==> src/rtl/tlb_manager_if.sv <==
// tlb_manager_if: request, CP0-operand and result signals of the TLB management unit.
//
// Handshake: a request is taken on the rising clk edge where op_valid && op_ready.
// op_ready is high only while the unit is idle and out of reset. op_valid while
// busy is ignored, and nothing is queued. Every accepted op produces exactly one
// single-cycle done pulse, together with one of the tlb_we, rd_we or index_we strobes.
//
// modport master : CP0 / pipeline side (drives requests and operands)
// modport slave  : tlb_manager (drives status, random, write port and results)
interface tlb_manager_if;
  logic        op_valid;
  logic [1:0]  op;
  logic        op_ready;
  logic        busy;
  logic        done;
  logic [31:0] cp0_entryhi;
  logic [31:0] cp0_entrylo0;
  logic [31:0] cp0_entrylo1;
  logic [3:0]  cp0_index;
  logic [3:0]  cp0_wired;
  logic        cp0_wired_we;
  logic [3:0]  random;
  logic        tlb_we;
  logic [3:0]  tlb_index;
  logic [62:0] tlb_data;
  logic        index_we;
  logic [31:0] index_data;
  logic        rd_we;
  logic [31:0] rd_entryhi;
  logic [31:0] rd_entrylo0;
  logic [31:0] rd_entrylo1;

  modport master (
    output op_valid, op, cp0_entryhi, cp0_entrylo0, cp0_entrylo1,
           cp0_index, cp0_wired, cp0_wired_we,
    input  op_ready, busy, done, random, tlb_we, tlb_index, tlb_data,
           index_we, index_data, rd_we, rd_entryhi, rd_entrylo0, rd_entrylo1
  );

  modport slave (
    input  op_valid, op, cp0_entryhi, cp0_entrylo0, cp0_entrylo1,
           cp0_index, cp0_wired, cp0_wired_we,
    output op_ready, busy, done, random, tlb_we, tlb_index, tlb_data,
           index_we, index_data, rd_we, rd_entryhi, rd_entrylo0, rd_entrylo1
  );
endinterface

==> src/rtl/tlb_manager.sv <==
// tlb_manager: CP0-side TLB management. Executes TLBP/TLBR/TLBWI/TLBWR, keeps
// the authoritative 16 x 63-bit shadow of the TLB, drives the lookup block's
// write port and maintains the Random register.
//
// Ports:
//   clk, rst   : clock, asynchronous active-high reset
//   bus        : tlb_manager_if.slave (request handshake, CP0 operands, results)
//   dbg_state  : current FSM state (0 IDLE, 1 PROBE, 2 DONE)
//
// Build option: TLB_FAST_PROBE_EN -- TLBP searches all entries in parallel at
// the accept edge and completes one cycle later. Undefined: TLBP scans one
// entry per cycle in the PROBE state.
module tlb_manager (
  input  logic             clk,
  input  logic             rst,
  tlb_manager_if.slave     bus,
  output logic [1:0]       dbg_state
);
  typedef enum logic [1:0] {IDLE = 2'd0, PROBE = 2'd1, DONE = 2'd2} state_t;

  localparam logic [1:0] OP_TLBP  = 2'b00;
  localparam logic [1:0] OP_TLBR  = 2'b01;
  localparam logic [1:0] OP_TLBWR = 2'b11;

  state_t      state_q, state_d;
  logic [1:0]  op_q, op_d;
  logic [3:0]  idx_q, idx_d;      // target entry, scan pointer, or probe result
  logic        miss_q, miss_d;
  logic [62:0] data_q, data_d;    // packed operands; [62:44] doubles as probe key
  logic [3:0]  random_q, random_d;
  logic [62:0] shadow_q [16];
  logic [62:0] shadow_d [16];

  logic        accept;
  logic [62:0] packed_in;
  logic [62:0] rd_entry;
  logic        unused_operand_bits;

  assign accept    = bus.op_valid && bus.op_ready;
  assign packed_in = {bus.cp0_entryhi[31:13],
                      bus.cp0_entrylo1[25:6], bus.cp0_entrylo1[2], bus.cp0_entrylo1[1],
                      bus.cp0_entrylo0[25:6], bus.cp0_entrylo0[2], bus.cp0_entrylo0[1]};

  assign unused_operand_bits = ^{bus.cp0_entryhi[12:0],
                                 bus.cp0_entrylo0[31:26], bus.cp0_entrylo0[5:3], bus.cp0_entrylo0[0],
                                 bus.cp0_entrylo1[31:26], bus.cp0_entrylo1[5:3], bus.cp0_entrylo1[0]};

`ifdef TLB_FAST_PROBE_EN
  logic       fast_hit;
  logic [3:0] fast_idx;

  // Descending scan so the lowest matching index is the one left standing.
  always_comb begin
    fast_hit = 1'b0;
    fast_idx = 4'd0;
    for (int i = 15; i >= 0; i--) begin
      if (shadow_q[i][62:44] == packed_in[62:44]) begin
        fast_hit = 1'b1;
        fast_idx = 4'(i);
      end
    end
  end
`endif

  // Random counts down to Wired and wraps to 15; a Wired write restarts it.
  // Using <= rather than == keeps it in range if Wired ever exceeds Random.
  always_comb begin
    random_d = random_q - 4'd1;
    if (bus.cp0_wired_we || (random_q <= bus.cp0_wired)) random_d = 4'hF;
  end

  always_comb begin
    state_d  = state_q;
    op_d     = op_q;
    idx_d    = idx_q;
    miss_d   = miss_q;
    data_d   = data_q;
    shadow_d = shadow_q;
    case (state_q)
      IDLE: begin
        if (accept) begin
          op_d    = bus.op;
          data_d  = packed_in;
          idx_d   = (bus.op == OP_TLBWR) ? random_q : bus.cp0_index;
          miss_d  = 1'b0;
          state_d = DONE;
          if (bus.op == OP_TLBP) begin
`ifdef TLB_FAST_PROBE_EN
            idx_d  = fast_idx;
            miss_d = ~fast_hit;
`else
            idx_d   = 4'd0;
            state_d = PROBE;
`endif
          end
        end
      end
      PROBE: begin
        if (shadow_q[idx_q][62:44] == data_q[62:44]) begin
          state_d = DONE;
        end else if (idx_q == 4'd15) begin
          miss_d  = 1'b1;
          state_d = DONE;
        end else begin
          idx_d = idx_q + 4'd1;
        end
      end
      DONE: begin
        state_d = IDLE;
        if (op_q[1]) shadow_d[idx_q] = data_q;
      end
      default: state_d = IDLE;
    endcase
  end

  always_ff @(posedge clk or posedge rst) begin
    if (rst) begin
      state_q  <= IDLE;
      op_q     <= 2'b00;
      idx_q    <= 4'd0;
      miss_q   <= 1'b0;
      data_q   <= '0;
      random_q <= 4'hF;
      for (int i = 0; i < 16; i++) shadow_q[i] <= '0;
    end else begin
      state_q  <= state_d;
      op_q     <= op_d;
      idx_q    <= idx_d;
      miss_q   <= miss_d;
      data_q   <= data_d;
      random_q <= random_d;
      for (int i = 0; i < 16; i++) shadow_q[i] <= shadow_d[i];
    end
  end

  assign rd_entry = shadow_q[idx_q];

  always_comb begin
    bus.op_ready    = (state_q == IDLE) && !rst;
    bus.busy        = (state_q != IDLE);
    bus.done        = (state_q == DONE);
    bus.random      = random_q;
    bus.tlb_we      = bus.done && op_q[1];
    bus.tlb_index   = bus.tlb_we ? idx_q : 4'd0;
    bus.tlb_data    = bus.tlb_we ? data_q : 63'd0;
    bus.index_we    = bus.done && (op_q == OP_TLBP);
    bus.index_data  = 32'd0;
    if (bus.index_we) bus.index_data = miss_q ? 32'h8000_0000 : {28'd0, idx_q};
    bus.rd_we       = bus.done && (op_q == OP_TLBR);
    bus.rd_entryhi  = 32'd0;
    bus.rd_entrylo0 = 32'd0;
    bus.rd_entrylo1 = 32'd0;
    if (bus.rd_we) begin
      bus.rd_entryhi  = {rd_entry[62:44], 13'd0};
      bus.rd_entrylo1 = {6'd0, rd_entry[43:24], 3'd0, rd_entry[23], rd_entry[22], 1'b0};
      bus.rd_entrylo0 = {6'd0, rd_entry[21:2], 3'd0, rd_entry[1], rd_entry[0], 1'b0};
    end
  end

  assign dbg_state = state_q;
endmodule

==> src/flat_wrapper.sv <==
// flat-port wrapper written by rule: the top's interface ports become plain ports
module tlb_manager_flat 
  (clk, rst, dbg_state, bus_op_valid, bus_op, bus_cp0_entryhi, bus_cp0_entrylo0, bus_cp0_entrylo1, bus_cp0_index, bus_cp0_wired, bus_cp0_wired_we, bus_op_ready, bus_busy, bus_done, bus_random, bus_tlb_we, bus_tlb_index, bus_tlb_data, bus_index_we, bus_index_data, bus_rd_we, bus_rd_entryhi, bus_rd_entrylo0, bus_rd_entrylo1);
  tlb_manager_if bus_i ();
  input  logic clk;
  input  logic rst;
  output logic [1:0] dbg_state;
  input wire logic [$bits(bus_i.op_valid)-1:0] bus_op_valid;
  input wire logic [$bits(bus_i.op)-1:0] bus_op;
  input wire logic [$bits(bus_i.cp0_entryhi)-1:0] bus_cp0_entryhi;
  input wire logic [$bits(bus_i.cp0_entrylo0)-1:0] bus_cp0_entrylo0;
  input wire logic [$bits(bus_i.cp0_entrylo1)-1:0] bus_cp0_entrylo1;
  input wire logic [$bits(bus_i.cp0_index)-1:0] bus_cp0_index;
  input wire logic [$bits(bus_i.cp0_wired)-1:0] bus_cp0_wired;
  input wire logic [$bits(bus_i.cp0_wired_we)-1:0] bus_cp0_wired_we;
  output wire logic [$bits(bus_i.op_ready)-1:0] bus_op_ready;
  output wire logic [$bits(bus_i.busy)-1:0] bus_busy;
  output wire logic [$bits(bus_i.done)-1:0] bus_done;
  output wire logic [$bits(bus_i.random)-1:0] bus_random;
  output wire logic [$bits(bus_i.tlb_we)-1:0] bus_tlb_we;
  output wire logic [$bits(bus_i.tlb_index)-1:0] bus_tlb_index;
  output wire logic [$bits(bus_i.tlb_data)-1:0] bus_tlb_data;
  output wire logic [$bits(bus_i.index_we)-1:0] bus_index_we;
  output wire logic [$bits(bus_i.index_data)-1:0] bus_index_data;
  output wire logic [$bits(bus_i.rd_we)-1:0] bus_rd_we;
  output wire logic [$bits(bus_i.rd_entryhi)-1:0] bus_rd_entryhi;
  output wire logic [$bits(bus_i.rd_entrylo0)-1:0] bus_rd_entrylo0;
  output wire logic [$bits(bus_i.rd_entrylo1)-1:0] bus_rd_entrylo1;
  assign bus_i.op_valid = bus_op_valid;
  assign bus_i.op = bus_op;
  assign bus_i.cp0_entryhi = bus_cp0_entryhi;
  assign bus_i.cp0_entrylo0 = bus_cp0_entrylo0;
  assign bus_i.cp0_entrylo1 = bus_cp0_entrylo1;
  assign bus_i.cp0_index = bus_cp0_index;
  assign bus_i.cp0_wired = bus_cp0_wired;
  assign bus_i.cp0_wired_we = bus_cp0_wired_we;
  assign bus_op_ready = bus_i.op_ready;
  assign bus_busy = bus_i.busy;
  assign bus_done = bus_i.done;
  assign bus_random = bus_i.random;
  assign bus_tlb_we = bus_i.tlb_we;
  assign bus_tlb_index = bus_i.tlb_index;
  assign bus_tlb_data = bus_i.tlb_data;
  assign bus_index_we = bus_i.index_we;
  assign bus_index_data = bus_i.index_data;
  assign bus_rd_we = bus_i.rd_we;
  assign bus_rd_entryhi = bus_i.rd_entryhi;
  assign bus_rd_entrylo0 = bus_i.rd_entrylo0;
  assign bus_rd_entrylo1 = bus_i.rd_entrylo1;
  tlb_manager u_core (.clk(clk), .rst(rst), .bus(bus_i), .dbg_state(dbg_state));
endmodule
==> config.mk <==
export PLATFORM = sky130hd
export DESIGN_NAME = tlb_manager_flat
export DESIGN_NICKNAME = d
export VERILOG_FILES = /design/src/rtl/tlb_manager_if.sv /design/src/rtl/tlb_manager.sv /design/src/flat_wrapper.sv
export SDC_FILE = /design/constraint.sdc
export NUM_CORES = 2
export LEC_CHECK = 0
export BUFFER_PORTS_ARGS = -buffer_cell sky130_fd_sc_hd__buf_2
export CORE_MARGIN = 8
export CORE_UTILIZATION = 50
export CTS_BUF_LIST = sky130_fd_sc_hd__clkbuf_16
export DETAILED_ROUTE_END_ITERATION = 6
export GPL_ROUTABILITY_DRIVEN = 0
export PLACE_DENSITY = 0.66
export SLEW_MARGIN = 15
export SYNTH_ARGS = -nofsm -noshare
export SYNTH_HDL_FRONTEND = slang
export SYNTH_SLANG_ARGS = --single-unit
==> constraint.sdc <==
create_clock -name clk -period 44.2 [get_ports clk]
set_input_delay 2.21 -clock clk [delete_from_list [all_inputs] [get_ports clk]]
set_output_delay 2.21 -clock clk [all_outputs]
set_load 0.02 [all_outputs]
Yosys cells after proc, flatten, opt, wreduce, memory -nomap -nowiden
Cells that the tools add are included.
Cells by class
  add/sub/neg operators: 2
  order comparisons: 3
  eq/ne operators: 11
  multiplexer cells: 29
  bitwise logic cells: 1
  reductions and logical operators: 18
Operator list (count)
  $bwmux W1008: 1
  $bmux W63 S4: 1
  $demux W63 S4: 1
  $mux W63: 4
  $mux W32: 3
  $mux W26: 2
  $mux W4: 7
  $eq A19 B19 Y1: 1
  $mux W2: 4
  $pmux W4 S2: 1
  $reduce_and A4 Y1: 2
  $logic_and A1 B1 Y1: 6
  $logic_not A2 Y1: 3
  $reduce_and A2 Y1: 3
  $ge A5 B5 Y1 const B: 1
  $lt A5 B1 Y1 const B: 1
  $not A4 Y5: 1
  $add A4 B1 Y4 const B: 1
  $eq A2 B1 Y1 const B: 2
  $eq A2 B2 Y1 const B: 2
  $eq A4 B4 Y1 const B: 1
  $le A4 B4 Y1: 1
  $ne A2 B1 Y1 const B: 2
  $ne A2 B2 Y1 const B: 2
  8 further kinds: 11
Word-level totals
  bits in registers: 1084
  input port bits: 110
  logic and storage cells: 86

Longest topological paths before layout
  word-level depth: 7
  gate-level depth with buffers: 13

Least setup slack after synthesis
OpenSTA, ideal clock, no wires.
  path type: reg-to-output
  start: register u_core.idx_q[0]
  end: output port bus_rd_entrylo1[20]
  arrival time: 3.050 ns
  data required time: 41.990 ns
  slack: 38.940 ns
  stages on the path, launching flop included: 9
  cells stage by stage: dfrtp_1 > buf_6 > buf_2 > clkbuf_1 > clkbuf_1 > clkbuf_1 > mux4_2 > mux4_2 > and3_1
Between the ends
  word-level cells in the longest chain between the ends: 5
RTL lines
  from (decl): line tlb_manager.sv:27  | logic [3:0] idx_q, idx_d;
  from (signal assigned): line tlb_manager.sv:128  | idx_q <= idx_d;
  $not A4 Y5 (implied by the code): line tlb_manager.sv:136  | assign rd_entry = shadow_q[idx_q];
  $bmux W63 S4: line tlb_manager.sv:136
  $mux W63 (implied by the code) (2 in a row): line tlb_manager.sv:136
  $mux W26: line tlb_manager.sv:153  | if (bus.rd_we) begin
  to (decl): line flat_wrapper.sv:28  | output wire logic [$bits(bus_i.rd_entrylo1)-1:0] bus_rd_entrylo1;
No other way between the ends. The select of a mux whose other input is x is not followed.

Worst setup path after layout
  start: register u_core.idx_q[0]
  end: output port bus_rd_entrylo0[23]
Between the ends
  word-level cells in the longest chain between the ends: 5
RTL lines
  $not A4 Y5 (implied by the code): line tlb_manager.sv:136
  $bmux W63 S4: line tlb_manager.sv:136
  $mux W63 (implied by the code) (2 in a row): line tlb_manager.sv:136
  $mux W26: line tlb_manager.sv:153
  to (decl): line flat_wrapper.sv:27  | output wire logic [$bits(bus_i.rd_entrylo0)-1:0] bus_rd_entrylo0;
No other way between the ends. The select of a mux whose other input is x is not followed.

==> summary.txt <==
Run status
  – Outcome: finished clean

Global route
  – Antenna violations before repair: 2
  – Global-route wire length before repair: 199000 µm
  – Gr usage total: 0.232
  – Total gr overflow: 0
  – Vias in the first global route: 31360
  – Largest net degree at the start of global routing: around 140

Synthesis
  – Cells after Synth: around 3200
  – Ys Warns: 0
  – Yosys reg bits: between 1000 and 1500
  – Fraction of registers with async set/reset: 1.00
  – Yosys cell types: 56
  – Sequential share of the synthesized area: 0.542
  – Avg Cell Area, Syn: 15.6 µm²
  – Syn Std Cell Area: 0.0500 mm²
  – Ys flop type: dfrtp_1
  – EDFF count, synth: 0

Critical path
  – Req. time, crit path: around 42 ns
  – R2R Setup Slk: between 30 and 40 ns
  – R2R cell count: 10
  – Worst path slowest cell: dfrtp_4
  – Crit Path Max Fanout: ~100
  – Crit-path most repeated cell: mux4_2
  – FF-to-FF End: u_core.idx_q[3]
  – Cell breakdown of the critical path: buf_4 > buf_12 > mux4_2 > mux4_2 > and3_1 > buf_2
  – Crit. End Element: output port
  – Worst Path Arrival: about 4.6 ns
  – Worst Setup Start Kind: flip-flop
  – WP buf/inv: 3
  – Crit Path Class: flip-flop to output port
  – Crit-path max cell delay: 0.80 ns
  – Crit-path leading delay family: buffers and inverters
  – R2R Path Start: u_core.idx_q[3]

Clocking
  – CTS tree: built
  – Cts bufs inserted: 113
  – Max clock buf depth: 3
  – Clock-pin slew on the worst setup and hold paths: roughly 0.06 ns
  – Clk_lat worst skew: about 0.7 ns
  – Post-CTS Setup Bufs: 0
  – Max H-tree Level: 3
  – Post-CTS Hold Buffers: 0
  – Post-cts resize count: 0
  – CTS root buf: clkbuf_16
  – CTS sink cnt: ~1100

Drt
  – Drt via density: 6.08
  – Total wire length: roughly 130000 µm
  – Via count of the routed design: between 20000 and 30000
  – ANT nets after route: 0
  – Drt pass-1 iters: 5
  – DRT iter0 DRCs: 1780
  – DRC violations left: 0
  – DR WL/cell: between 20 and 30 µm

Layout
  – Area growth syn-to-layout: 11.0%
  – Final net count: ~3400
  – # fillers: 7771
  – Share of cells above drive strength 1: 0.542
  – Finished layout cell area: ~0.056 mm²

Pwr
  – Pleak: around 27 nW
  – Sw frac: 0.330
  – Share of power burned in registers: 0.449
  – Clock share of power: 0.249
  – Combinational share of power: 0.302
  – Psw: between 1 and 1.5 mW
  – Max VDD drop: ~54 µV
  – Pwr Density: roughly 66 mW/mm²
  – Pint: between 2 and 2.5 mW

Floorplanning
  – Die height: roughly 330 µm
  – Die ar.: around 0.11 mm²
  – I/O Pins: roughly 320
  – # rows: 116
  – Starting Density: 0.502
  – Total core area: 0.0997 mm²
  – Horiz. Die Dim: ~330 µm

Worst hold path
  – Min-Delay Path Depth: 1
  – Min-Delay Endpoint: u_core.bus.random[0]
  – Hold Crit Class: flip-flop to flip-flop
  – Min-delay src: u_core.bus.random[0]

STA
  – Worst-Margin Slew: between 1 and 1.5 ns
  – Fmax achieved: 0.146 GHz
  – Post-route setup TNS: 0 ns
  – Final Max Tran Viols: 0
  – RSZ-0062 raised after global routing: no
  – Relative slew slack: 0.219
  – Setup violators final: 0
  – Clock skew: between 0.02 and 0.025 ns
  – Fin. Hold Viols: 0
  – Period utilization: 0.155
  – Fin crit period: just under 7 ns

Place
  – Area after DPL: between 0.05 and 0.06 mm²
  – Port buffer count: approximately 220
  – Post-DP HPWL: just over 70000 µm

Flow run
  – Total of max-cap violations: 0
## kinds of logic (layout without fill, tap and decap cells)
| logic type | count (synthesis) | in the layout | synth area share |
|---|---|---|---|
| muxes | 1411 | 1411 | 0.382 |
| DFF | 1084 | 1084 | 0.542 |
| buffers and inverters | 368 | 496 | 0.0341 |
| and+or+nand+nor | 248 | 248 | 0.0270 |
| AOI/OAI and AO/OA | 50 | 50 | 0.00755 |
| xor gates and xnor gates | 28 | 28 | 0.00490 |
| adders and majority gates | 9 | 9 | 0.00225 |
| other | 1 | 65 | 0.0000749 |
## through the flow
step	total power, mW	utilization	setup WS, ns	cells	hold slack (ns)
finish	3.67	0.557	37.36	4689	0.480
global route	3.86	0.557	37.03	4684	0.509
CTS	3.69	0.557	37.20	4684	0.484
detailed placement	2.78	0.521	37.95	4480	0.470
global placement	2.69	0.521	37.90	4480	0.458
floorplan	2.44	-	11.48	3258	0.474
## cell usage in the layout (no fill, tap or decap), drive strengths merged, types with 4 or more instances in the layout
cell type     n
mux2       1081
dfrtp      1080
mux4        290
buf         276
clkbuf      119
and3        116
conb         60
inv          46
clkinv       45
nand2        42
mux2i        40
nor2         40
xnor2        20
and2         14
nand3        11
a21oi         9
ha            9
xor2          8
bufinv        8
o21ai         6
a211oi        6
diode         5
nor2b         5
a22oi         4
dfstp         4
a31oi         4
nor4          4
## cells in the mapped netlist, types with 4 or more instances
master	n	area, µm²
and2_1	14	87.6
buf_6	5	56.3
nor2b_1	5	31.3
inv_1	13	48.8
and3_1	116	726
nor2_1	40	150
mux2_2	1080	12200
a211oi_1	6	45.0
dfrtp_1	1080	27000
ha_1	9	113
dfstp_2	4	105
xor2_1	8	70.1
buf_4	67	503
buf_1	16	60.1
o21ai_0	6	30.0
nand3_1	11	55.1
nand2_1	42	158
a21oi_1	9	45.0
mux2i_1	40	400
clkbuf_1	235	882
buf_2	29	145
a22oi_1	4	30.0
mux4_2	290	6530
xnor2_1	20	175
## area by class of cell
cell class / instances / area, µm² / share of cell area
sequential: 1084 / 27100 / 0.489
timing repair buffer: 276 / 1550 / 0.0279
multi-input combinational: 1806 / 21600 / 0.389
inverter: 16 / 70.1 / 0.00126
antenna: 5 / 12.5 / 0.000225
tap: 1298 / 1620 / 0.0293
clock buffer: 119 / 2980 / 0.0536
clock inverter: 85 / 564 / 0.0102
## power groups by stage
stage / clock network, mW / logic [mW] / registers [mW]
after floorplan: 0 / 0.969 / 1.47
after global placement: 0 / 1.09 / 1.61
after global routing: 0.975 / 1.18 / 1.70
final: 0.914 / 1.11 / 1.65
after detailed placement: 0 / 1.12 / 1.66
after CTS: 0.933 / 1.12 / 1.64
## worst max path at each step
stage                         start             endpoint  slack [ns]  cells past startpoint
finish              u_core.idx_q[0]  bus_rd_entrylo0[23]       37.36                      6
detailed placement  u_core.idx_q[0]  bus_rd_entrylo0[23]       37.95                      6
floorplan                       rst     u_core.data_q[0]       11.48                      1
global route        u_core.idx_q[0]   bus_rd_entrylo1[7]       37.03                      6
global placement    u_core.idx_q[0]   bus_rd_entrylo1[6]       37.90                      6
CTS                 u_core.idx_q[0]   bus_rd_entrylo1[6]       37.20                      6
## per-layer routing
metal / vias to the layer above / track usage / wire [µm]
li1: 11892 / - / -
met1: 15728 / 0.323 / 56700
met2: 713 / 0.381 / 63300
met3: 177 / 0.0390 / 6230
met4: 0 / 0.0623 / 2940
met5: - / 0 / 0
## state kept, by name (all words and copies together), names as in the netlist
| register | cells |
|---|---|
| u_core.shadow_q | 1008 |
| u_core.data_q | 63 |
| u_core.bus.random | 4 |
| u_core.idx_q | 4 |
| u_core.dbg_state | 2 |
| u_core.op_q | 2 |
| u_core.miss_q | 1 |
Power figures use the tool's default switching activity.
